[src/rtl/alu_exec_stage.sv]
// 8-bit CPU execute stage: latch op/operands, compute result and Z/C/N, drive one-cycle write-back.
// Latency: single-cycle ops write back one edge after accept; MUL (ALU_EXEC_MUL_EN) after DATA_WIDTH edges.
// Backpressure: in_ready drops only while a shift-add multiply runs; other ops sustain one per cycle.
module alu_exec_stage #(
    parameter int DATA_WIDTH = 8,
    parameter int ADDR_WIDTH = 3
) (
    input  logic                  clk,
    input  logic                  rst_n,
    input  logic                  in_valid,
    output logic                  in_ready,
    input  logic [3:0]            op,
    input  logic [DATA_WIDTH-1:0] src_a,
    input  logic [DATA_WIDTH-1:0] src_b,
    input  logic [ADDR_WIDTH-1:0] dst_addr,
    output logic                  wb_we,
    output logic [ADDR_WIDTH-1:0] wb_addr,
    output logic [DATA_WIDTH-1:0] wb_data,
    output logic                  flag_z,
    output logic                  flag_c,
    output logic                  flag_n,
    output logic                  busy
);
    localparam int W  = DATA_WIDTH;
    localparam logic [3:0] OP_ADD = 4'd0, OP_SUB = 4'd1, OP_AND = 4'd2, OP_OR  = 4'd3,
                           OP_XOR = 4'd4, OP_NOT = 4'd5, OP_SHL = 4'd6, OP_SHR = 4'd7,
                           OP_MUL = 4'd8, OP_CMP = 4'd9, OP_MOV = 4'd10;

    logic                  s1_vld_q, s1_vld_d;
    logic [3:0]            op_q, op_d;
    logic [W-1:0]          a_q, a_d, b_q, b_d;
    logic [ADDR_WIDTH-1:0] dst_q, dst_d;
    logic                  wb_we_q, wb_we_d;
    logic [ADDR_WIDTH-1:0] wb_addr_q, wb_addr_d;
    logic [W-1:0]          wb_data_q, wb_data_d;
    logic                  z_q, z_d, c_q, c_d, n_q, n_d;
    logic                  accept;

    logic [W-1:0] alu_res;
    logic         alu_c, alu_we, alu_fl;

`ifdef ALU_EXEC_MUL_EN
    localparam int CW = (W > 1) ? $clog2(W) : 1;
    typedef enum logic {ST_IDLE, ST_MUL} state_t;
    state_t        state_q, state_d;
    logic [2*W-1:0] acc_q, acc_d, acc_nxt;
    logic [CW-1:0] cnt_q, cnt_d;

    assign in_ready = (state_q == ST_IDLE);
    assign busy     = (state_q == ST_MUL);
    // One multiplier bit per cycle, LSB first, partial product aligned by the bit index.
    assign acc_nxt  = acc_q + (b_q[cnt_q] ? ({{W{1'b0}}, a_q} << cnt_q) : '0);
`else
    assign in_ready = 1'b1;
    assign busy     = 1'b0;
`endif

    assign accept = in_valid && in_ready;

    always_comb begin
        alu_res = '0;
        alu_c   = 1'b0;
        alu_we  = 1'b1;
        alu_fl  = 1'b1;
        case (op_q)
            OP_ADD: {alu_c, alu_res} = {1'b0, a_q} + {1'b0, b_q};
            OP_SUB, OP_CMP: begin
                alu_res = a_q - b_q;
                alu_c   = (a_q < b_q);
                alu_we  = (op_q == OP_SUB);
            end
            OP_AND: alu_res = a_q & b_q;
            OP_OR:  alu_res = a_q | b_q;
            OP_XOR: alu_res = a_q ^ b_q;
            OP_NOT: alu_res = ~a_q;
            OP_SHL: begin
                alu_res = {a_q[W-2:0], 1'b0};
                alu_c   = a_q[W-1];
            end
            OP_SHR: begin
                alu_res = {1'b0, a_q[W-1:1]};
                alu_c   = a_q[0];
            end
            OP_MOV: alu_res = b_q;
            default: begin
                alu_we = 1'b0;
                alu_fl = 1'b0;
            end
        endcase
    end

    always_comb begin
        s1_vld_d  = 1'b0;
        op_d      = op_q;
        a_d       = a_q;
        b_d       = b_q;
        dst_d     = dst_q;
        wb_we_d   = 1'b0;
        wb_addr_d = wb_addr_q;
        wb_data_d = wb_data_q;
        z_d       = z_q;
        c_d       = c_q;
        n_d       = n_q;
`ifdef ALU_EXEC_MUL_EN
        state_d   = state_q;
        acc_d     = acc_q;
        cnt_d     = cnt_q;
`endif
        if (accept) begin
            op_d     = op;
            a_d      = src_a;
            b_d      = src_b;
            dst_d    = dst_addr;
            s1_vld_d = 1'b1;
`ifdef ALU_EXEC_MUL_EN
            if (op == OP_MUL) begin
                s1_vld_d = 1'b0;
                state_d  = ST_MUL;
                acc_d    = '0;
                cnt_d    = '0;
            end
`endif
        end
        if (s1_vld_q) begin
            if (alu_we) begin
                wb_we_d   = 1'b1;
                wb_addr_d = dst_q;
                wb_data_d = alu_res;
            end
            if (alu_fl) begin
                z_d = (alu_res == '0);
                c_d = alu_c;
                n_d = alu_res[W-1];
            end
        end
`ifdef ALU_EXEC_MUL_EN
        if (state_q == ST_MUL) begin
            acc_d = acc_nxt;
            cnt_d = cnt_q + CW'(1);
            if (cnt_q == CW'(W - 1)) begin
                state_d   = ST_IDLE;
                wb_we_d   = 1'b1;
                wb_addr_d = dst_q;
                wb_data_d = acc_nxt[W-1:0];
                z_d       = (acc_nxt[W-1:0] == '0);
                c_d       = |acc_nxt[2*W-1:W];
                n_d       = acc_nxt[W-1];
            end
        end
`endif
    end

    always_ff @(posedge clk or negedge rst_n) begin
        if (!rst_n) begin
            s1_vld_q  <= 1'b0;
            op_q      <= '0;
            a_q       <= '0;
            b_q       <= '0;
            dst_q     <= '0;
            wb_we_q   <= 1'b0;
            wb_addr_q <= '0;
            wb_data_q <= '0;
            z_q       <= 1'b0;
            c_q       <= 1'b0;
            n_q       <= 1'b0;
        end else begin
            s1_vld_q  <= s1_vld_d;
            op_q      <= op_d;
            a_q       <= a_d;
            b_q       <= b_d;
            dst_q     <= dst_d;
            wb_we_q   <= wb_we_d;
            wb_addr_q <= wb_addr_d;
            wb_data_q <= wb_data_d;
            z_q       <= z_d;
            c_q       <= c_d;
            n_q       <= n_d;
        end
    end

`ifdef ALU_EXEC_MUL_EN
    always_ff @(posedge clk or negedge rst_n) begin
        if (!rst_n) begin
            state_q <= ST_IDLE;
            acc_q   <= '0;
            cnt_q   <= '0;
        end else begin
            state_q <= state_d;
            acc_q   <= acc_d;
            cnt_q   <= cnt_d;
        end
    end
`endif

    assign wb_we   = wb_we_q;
    assign wb_addr = wb_addr_q;
    assign wb_data = wb_data_q;
    assign flag_z  = z_q;
    assign flag_c  = c_q;
    assign flag_n  = n_q;
endmodule

[config.mk]
export PLATFORM = sky130hd
export DESIGN_NAME = alu_exec_stage
export DESIGN_NICKNAME = d
export VERILOG_FILES = /design/src/rtl/alu_exec_stage.sv
export SDC_FILE = /design/constraint.sdc
export NUM_CORES = 1
export LEC_CHECK = 0
export CAP_MARGIN = 20
export CORE_MARGIN = 1.5
export CORE_UTILIZATION = 50
export CTS_BUF_LIST = sky130_fd_sc_hd__clkbuf_16
export DETAILED_ROUTE_END_ITERATION = 10
export HOLD_SLACK_MARGIN = 0.06
export PLACE_DENSITY = 0.77
export SLEW_MARGIN = 0
export SYNTH_ARGS = -nofsm -noshare
export SYNTH_HDL_FRONTEND = slang
export SYNTH_SLANG_ARGS = --single-unit
[constraint.sdc]
create_clock -name clk -period 2.45 [get_ports clk]
set_input_delay 0.3675 -clock clk [delete_from_list [all_inputs] [get_ports clk]]
set_output_delay 0.3675 -clock clk [all_outputs]
set_load 0.005 [all_outputs]
==> reports/results.env, run 1 <==
VIAS=2781
DP.FINAL_HPWL_MM=6.144
FF2FF_SETUP_SLACK_NS=-0.04
FIRSTDRTPASSITERS=5
LAYOUT-DRIVE-GT1-SHARE=0.2233
SYNTH_EDF_COUNT=0
SWSHARE=0.3243
WORST_EP_ARRIVAL_TIME_NS=2.65
TIMING_WORST_SETUP_PATH_TYPE='flip-flop to flip-flop'
YOSYS_CELL_TYPES=62
CRIT_PATH_START_KIND='flip-flop'
CLOCKBUFFERDEPTH=2
PATH_MAX_FANOUT=3
CTS_TREE='built'
INITIAL_CORE_UTIL=0.5292
FINAL_HOLD_VIOLS=0
DRV.MAX_CAP_VIOLATION_COUNT=0
RELSLEWSLACK=0.4249
POWER.LEAKAGE_nW=1.786
CRITPATHCAPTURE='wb_data[4]'
ENDPOINT_KIND='flip-flop'
VDD.IR_DROP.WORST_mV=0.4866
VIAS_PER_CELL=5.855
CORE.ROWCOUNT=27
FINCLKSKEW_NS=0.006034
POST_SYNTH_NET_TOTAL=381
SYNTH.FF_LATCH_COUNT=39
GRT_MAX_DEGREE=40
POST_DRT_WL_PER_CELL_UM=17.15
CTS-BUFFERS-INSERTED=5
WORST_R2R_PATH_DEPTH=11
H-TREE-DEPTH=2
DIE_H_UM=80.27
SEQ_AREA_FRAC_SYNTH=0.3269
FINAL-SETUP-VIOL-COUNT=2
FINAL.PERIOD_UTILIZATION=1.015
VIOLATIONS='setup timing'
SYNTH_COMMON_CELLS='39 x dfrtp_1, 37 x nand2_1, 32 x o21ai_0'
CLK_ROOT_BUFFER_CELL='clkbuf_16'
GRT_PASS1_VIAS=2691
WORST_R2R_STARTPOINT='b_q[0]'
IO_BUFFERS=40
FINAL_CELLS=475
ANTENNA_LEFT=0
SYNTH_LARGEST_AREA_CELL='dfrtp_1'
FINAL_NETS=454
GRT_REMAINING_OVERFLOW=0
CLOCK_SINK_COUNT=39
TRACK_USAGE=0.2698
SYNTH_WARNINGS=0
WORSTMARGINPINSLEW_NS=0.8626
DIE-AREA_UM2=6443
WORST_HOLD_PATH_TYPE='input pin to asynchronous set/reset pin'
CORE_AREA_UM2=5642
POWER.DENSITY_nW_PER_UM2=666.9
GRT_PASS1_WL_MM=13.35
SETUP_WS_NS=-0.03785
SYNTHCELLS=329
AREAGROWTHSYNTHTOFINISH_PCT=32.36
DRT-INITIAL-DRC-COUNT=273
WORST_FLOP_TO_FLOP_PATH_ENDPOINT='wb_data[4]'
CRIT_START='b_q[0]'
POSTSYNTH.ASYNCRESETSHARE=1.000
CLKSLEWWORSTSETUPHOLDPATHS_NS=0.07
NUMBER_OF_TOP_LEVEL_PINS=43
ANTENNA_CELLS=0
RSZ0062_AT_GRT='true'
POSTCTSHOLDBUFS=0
POST-PLACE-WS_NS=-0.1710
CRIT_REQUIRED_NS=2.61
PLACE.DETAILED.INSTANCES=462
POSTSYNTH.TOPFLOPCELL='dfrtp_1'
SYNTH.AVG_CELL_AREA_UM2=9.074
GPL.FINAL_WEIGHTED_CONGESTION=0.9448
CLOCK_POWER_SHARE=0.289
SYNTH.MOST_COMMON_CELL='dfrtp_1'
CLKLATENCYLATEPIN_NS=0.29
REPORT.FINAL.SLEW_VIOL_COUNT=0
SYNTH_TOP_CELL_AREA_SHARE=0.3269
FINAL.MIN_CLOCK_PERIOD_NS=2.488
POWER.COMBINATIONAL.FRACTION=0.394
CLOCK.FMAX_GHz=0.4020
ROUTED_WL_MM=8.147
INTERNAL_POWER_mW=1.780
CHIPWIDTH_UM=80.27
SEQPWRFRAC=0.317
DRCVIOLATIONCOUNT=0
OUTCOME='finished with violations'
POST_SYNTH_INSTANCE_AREA_UM2=2985
NETLIST_TOP_CELLS_AREA='dfrtp_1 33%, ha_1 10%, o21ai_0 5.4%, mux2_2 4.9%, nand2_1 4.7%'
ANTENNA_FOUND_INITIAL=0
NET-SWITCHING-POWER_mW=0.8546
[power groups by stage]
| stage | Sequential (mW) | Clock [mW] | Combinational (mW) |
|---|---|---|---|
| after global routing | 0.850 | 0.793 | 1.13 |
| final | 0.835 | 0.763 | 1.04 |
| after CTS | 0.834 | 0.771 | 0.994 |
| after detailed placement | 0.845 | 0 | 0.957 |
| after global placement | 0.840 | 0 | 0.943 |
| after floorplan | 0.824 | 0 | 0.532 |
[critical path: stages, from the launching register on]
cell and delay, ns:
dfrtp_1 0.40, buf_4 0.14, ha_2 0.20, fa_2 0.37, o21bai_1 0.16, a21oi_1 0.11, a221o_1 0.36, a211oi_2 0.24
buf_4 0.15, buf_4 0.09, buf_4 0.08, o21ai_0 0.06
[timing repair]
item | CTS | global route
hold endpoints to repair | 0 | 0
setup endpoints to repair | 5 | 6
gates resized for setup | 7 | 12
setup buffers | 3 | 2
pin swaps | 2 | 6
[metal layers]
metal	vias to the layer above	share of wire	wire length, um	GRT usage
li1	1322	-	-	-
met3	19	0.058	472	0.03750
met2	107	0.47	3825	0.4277
met5	-	0	0	0
met1	1333	0.45	3672	0.3771
met4	0	0.022	176	0.09138
[how the worst min path moves through the flow]
stage               depth (start not counted)  slack (ns)          to
floorplan                                   0        0.07      a_q[0]
global placement                            2        0.47  wb_data[2]
detailed placement                          2        0.47  wb_data[2]
CTS                                         1        0.23      b_q[1]
global route                                1        0.27      a_q[1]
finish                                      1        0.19      b_q[2]
[layout make-up]
type	count	area [um2]
Clock buffer	5	125.1
Clock inverter	3	43.79
Fill cell	430	1690
Inverter	25	98.84
Multi-Input combinational cell	244	1869
Sequential cell	39	975.9
Tap cell	72	90.09
Timing Repair Buffer	87	748.2
[through the flow]
stage	hold WS, ns	instance area (um2)	utilization	setup TNS, ns	total power [mW]
6_report	0.1900	3951	0.7004	-0.06750	2.635
5_1_grt	0.2711	3951	0.7004	-0.3616	2.769
4_1_cts	0.2346	3884	0.6884	0	2.599
3_5_place_dp	0.4737	3671	0.6507	-0.2613	1.803
3_3_place_gp	0.4671	3671	0.6507	-0.07642	1.783
2_1_floorplan	0.07191	2985	-	0	1.356
[cells by family (layout without fill, tap and decap cells)]
family,Yosys count,count (layout),share of synthesized area
xor+xnor,7,7,0.02054
fa+ha+maj,26,26,0.1140
buf+inv,46,120,0.07167
mux,24,24,0.1014
compound gates,88,88,0.1995
other cells,2,2,0.002516
simple gates,97,97,0.1635
flops,39,39,0.3269
[registers in the layout, summed over array words and instances (netlist names)]
register	cells
flag_z	1
b_q	8
wb_addr	3
a_q	8
wb_we	1
flag_c	1
wb_data	8
flag_n	1
s1_vld_q	1
dst_q	3
op_q	4
[cell usage in the layout (no fill, tap or decap), types with 3 or more instances in the layout]
| cell | netlist | routed |
|---|---|---|
| buf_4 | 3 | 47 |
| dfrtp_1 | 39 | 39 |
| clkdlybuf4s50_1 | 0 | 39 |
| nand2_1 | 37 | 37 |
| o21ai_0 | 32 | 31 |
| inv_1 | 24 | 22 |
| ha_1 | 24 | 21 |
| mux2_2 | 13 | 13 |
| nor2_1 | 14 | 13 |
| a21oi_1 | 10 | 10 |
| nor2b_1 | 8 | 8 |
| mux2i_1 | 7 | 7 |
| nand2b_1 | 7 | 6 |
| nor3_1 | 7 | 6 |
| xor2_1 | 5 | 5 |
| clkbuf_16 | 0 | 5 |
| o31ai_1 | 4 | 4 |
| a211oi_1 | 6 | 4 |
| o211ai_1 | 4 | 4 |
| nand3b_1 | 4 | 4 |
| or4_1 | 3 | 3 |
| nand3_1 | 3 | 3 |
| o32ai_1 | 3 | 3 |
| a211oi_2 | 1 | 3 |
| ha_2 | 0 | 3 |
Note: power is estimated with default switching activity, not from simulation.
==> run 2: changes to the inputs <==
--- a/config.mk
+++ b/config.mk
@@ -5,8 +5,6 @@
 export SDC_FILE = /design/constraint.sdc
 export NUM_CORES = 1
 export LEC_CHECK = 0
-export CAP_MARGIN = 20
-export CORE_MARGIN = 1.5
 export CORE_UTILIZATION = 50
 export CTS_BUF_LIST = sky130_fd_sc_hd__clkbuf_16
 export DETAILED_ROUTE_END_ITERATION = 10
==> reports/results.env, run 2 (synthesized netlist as in run 1, its figures left out) <==
SETUP_WS_NS=0.02263  # +0.06048 ns
GRT_MAX_DEGREE=40  # unchanged
DRCVIOLATIONCOUNT=0  # unchanged
WORSTMARGINPINSLEW_NS=0.8953  # +0.03266 ns
VDD.IR_DROP.WORST_mV=0.4220  # -13%
FINAL_HOLD_VIOLS=0  # unchanged
PLACE.DETAILED.INSTANCES=462  # unchanged
DP.FINAL_HPWL_MM=6.340  # +3.2%
SETUP-TNS-FINAL_NS=0  # +0.06750 ns
AREA_OF_COMBINATIONAL_CELLS_WITH_MULTIPLE_INPUTS_UM2=1884  # +0.80%
FINAL.MIN_CLOCK_PERIOD_NS=2.427  # -0.06048 ns
FIRSTDRTPASSITERS=5  # unchanged
ANTENNA_FOUND_INITIAL=0  # unchanged
FINAL_NETS=452  # -0.44%
ANTENNA_CELLS=0  # unchanged
SEQCELLAREA_UM2=975.9  # unchanged
LAYOUT-DRIVE-GT1-SHARE=0.2269  # +0.003608
WORST-PATH-BUF-INV=2  # -2
H-TREE-DEPTH=2  # unchanged
CRITICAL_PATH.SLOWEST_CELL='fa_2'
CLK_ROOT_BUFFER_CELL='clkbuf_16'
CRIT_REQUIRED_NS=2.64  # +0.03 ns
POST_DRT_WL_PER_CELL_UM=18.09  # +5.5%
TIMING_WORST_SETUP_PATH_TYPE='flip-flop to flip-flop'
WORST_R2R_PATH_DEPTH=10  # -1
GRT_PASS1_WL_MM=13.27  # -0.62%
INITIAL_CORE_UTIL=0.5292  # unchanged
DRT-INITIAL-DRC-COUNT=218  # -20%
MAX_STAGE_DELAY_NS=0.51  # +0.11 ns
NUMBER_OF_TOP_LEVEL_PINS=43  # unchanged
RELSLEWSLACK=0.4032  # -0.02177
VIAS_PER_CELL=5.928  # +1.3%
ENDPOINT_KIND='flip-flop'
FILLERS=442  # +2.8%
POST-PLACE-WS_NS=-0.1476  # +0.02338 ns
FINAL.PERIOD_UTILIZATION=0.9908  # -0.02469
CLOCK_SINK_COUNT=39  # unchanged
FINAL-SETUP-VIOL-COUNT=0  # -2
CORE.ROWCOUNT=27  # unchanged
GPL.FINAL_WEIGHTED_CONGESTION=0.9322  # -1.3%
DIE_H_UM=79.27  # -1.2%
MOST-COMMON-LAYOUT-CELLS='44 x buf_4, 39 x dfrtp_1, 39 x clkdlybuf4s50_1'
LAYOUT.CORE_UTILIZATION=0.7010  # about the same
POSTCTSHOLDBUFS=0  # unchanged
CRIT_PATH_START_KIND='flip-flop'
CLKLATENCYLATEPIN_NS=0.29  # about the same
TRACK_USAGE=0.2787  # +0.008925
DIE-AREA_UM2=6284  # -2.5%
MOST_FREQUENT_STANDARD_CELL_IN_THE_LAYOUT_EXCLUDING_FILL_AND_TAP_CELLS='buf_4'
ROUTED_WL_MM=8.557  # +5.0%
IO_BUFFERS=40  # unchanged
CTS-BUFFERS-INSERTED=5  # unchanged
GRT_REMAINING_OVERFLOW=0  # unchanged
WORST_R2R_STARTPOINT='a_q[0]'
CORE_AREA_UM2=5642  # unchanged
WORST_FLOP_TO_FLOP_PATH_ENDPOINT='flag_z'
POWER.LEAKAGE_nW=1.780  # -0.36%
REPORT.POWER.TOTAL_mW=2.643  # +0.31%
CLOCKBUFFERDEPTH=2  # unchanged
DRV.MAX_CAP_VIOLATION_COUNT=0  # unchanged
RSZ0062_AT_GRT='true'
WORST_EP_ARRIVAL_TIME_NS=2.61  # -0.04 ns
REPORT.FINAL.SLEW_VIOL_COUNT=0  # unchanged
CRIT_START='a_q[0]'
FF2FF_SETUP_SLACK_NS=0.02  # +0.06 ns
FINCLKSKEW_NS=0.008433  # +0.002399 ns
WORST_PATH_DOMINANT_CELL_FAMILY='adder cells'
VIAS=2804  # +0.83%
ANTENNA_LEFT=0  # unchanged
GRT_PASS1_VIAS=2694  # +0.11%
FINAL_CELLS=473  # -0.42%
WORST_HOLD_PATH_TYPE='input pin to asynchronous set/reset pin'
WORST_PATH_CELL_TRACE='buf_6 > ha_4 > inv_2 > fa_2 > nor3_1 > o21ai_1 > o221ai_2 > nor4b_2 > nand4_1 > o41ai_2'
CHIPWIDTH_UM=79.27  # -1.2%
OUTCOME='complete, no violations'
AREAGROWTHSYNTHTOFINISH_PCT=32.48  # about the same
CLKSLEWWORSTSETUPHOLDPATHS_NS=0.07  # about the same
CLOCK.FMAX_GHz=0.4120  # +2.5%
CTS_TREE='built'
PATH_MAX_FANOUT=3  # unchanged
POWER.DENSITY_nW_PER_UM2=668.3  # +0.22%
-- run 2: cell types whose count changed in the layout (fill, tap and decap cells not counted), sizes merged --
cell / before / now
buf: 48 / 46
-- run 2: worst max-delay path by stage --
stage,end,slack [ns],depth (start not counted)
3_3_place_gp,flag_z,-0.02,9
6_report,flag_z,0.02,10
3_5_place_dp,flag_z,-0.15,10
5_1_grt,flag_z,-0.03,10
2_1_floorplan,flag_z,0.08,9
4_1_cts,flag_z,-0.01,9
-- run 2: power breakdown --
part / internal, mW / switching (mW)
logic: 0.541 / 0.496
registers: 0.749 / 0.0850
clock network: 0.481 / 0.291
total: 1.77 / 0.873
-- run 2: layout make-up --
| cell class | count | area share |
|---|---|---|
| Timing Repair Buffer | 85 | 0.1863 |
| Clock inverter | 3 | 0.01107 |
| Clock buffer | 5 | 0.03164 |
| Sequential cell | 39 | 0.2468 |
| Inverter | 25 | 0.02499 |
| Multi-Input combinational cell | 244 | 0.4764 |
| Tap cell | 72 | 0.02278 |
-- run 2: per-stage QoR --
step	hold slack, ns	cell area (um2)
6_report	0.1941	3955
5_1_grt	0.2849	3955
4_1_cts	0.2475	3867
3_5_place_dp	0.4697	3671
3_3_place_gp	0.4663	3671
2_1_floorplan	0.07191	2985
-- run 2: what timing repair did --
action                                  in CTS  in global routing
endpoints found under the setup margin       3                  5
resized for setup                            7                 17
gates cloned                                 0                  0
endpoints found under the hold margin        0                  0
setup buffers                                0                  3
pin swaps                                    0                 10
-- run 2: worst register-to-register path: cells and delay by family, from the launching register on --
kind / cells / cell delay [ns]
AOI/OAI and AO/OA: 3 / 0.58
DFF: 1 / 0.38
adders and majority gates: 2 / 0.64
and+or+nand+nor: 3 / 0.57
buffers and inverters: 2 / 0.16
-- run 2: routing by layer --
| layer | share of wire | GRT usage | routed length (um) |
|---|---|---|---|
| met4 | 0.016 | 0.08182 | 133 |
| met5 | 0 | 0 | 0 |
| met1 | 0.43 | 0.3775 | 3692 |
| met3 | 0.080 | 0.06437 | 686 |
| met2 | 0.47 | 0.4422 | 4044 |
==> run 3: changes to the inputs <==
--- a/config.mk
+++ b/config.mk
@@ -14,3 +14,4 @@
 export SYNTH_ARGS = -nofsm -noshare
 export SYNTH_HDL_FRONTEND = slang
 export SYNTH_SLANG_ARGS = --single-unit
+export TNS_END_PERCENT = 50
==> results of run 3 <==
No change in the layout: final DEF, timing and power equal those of run 2.
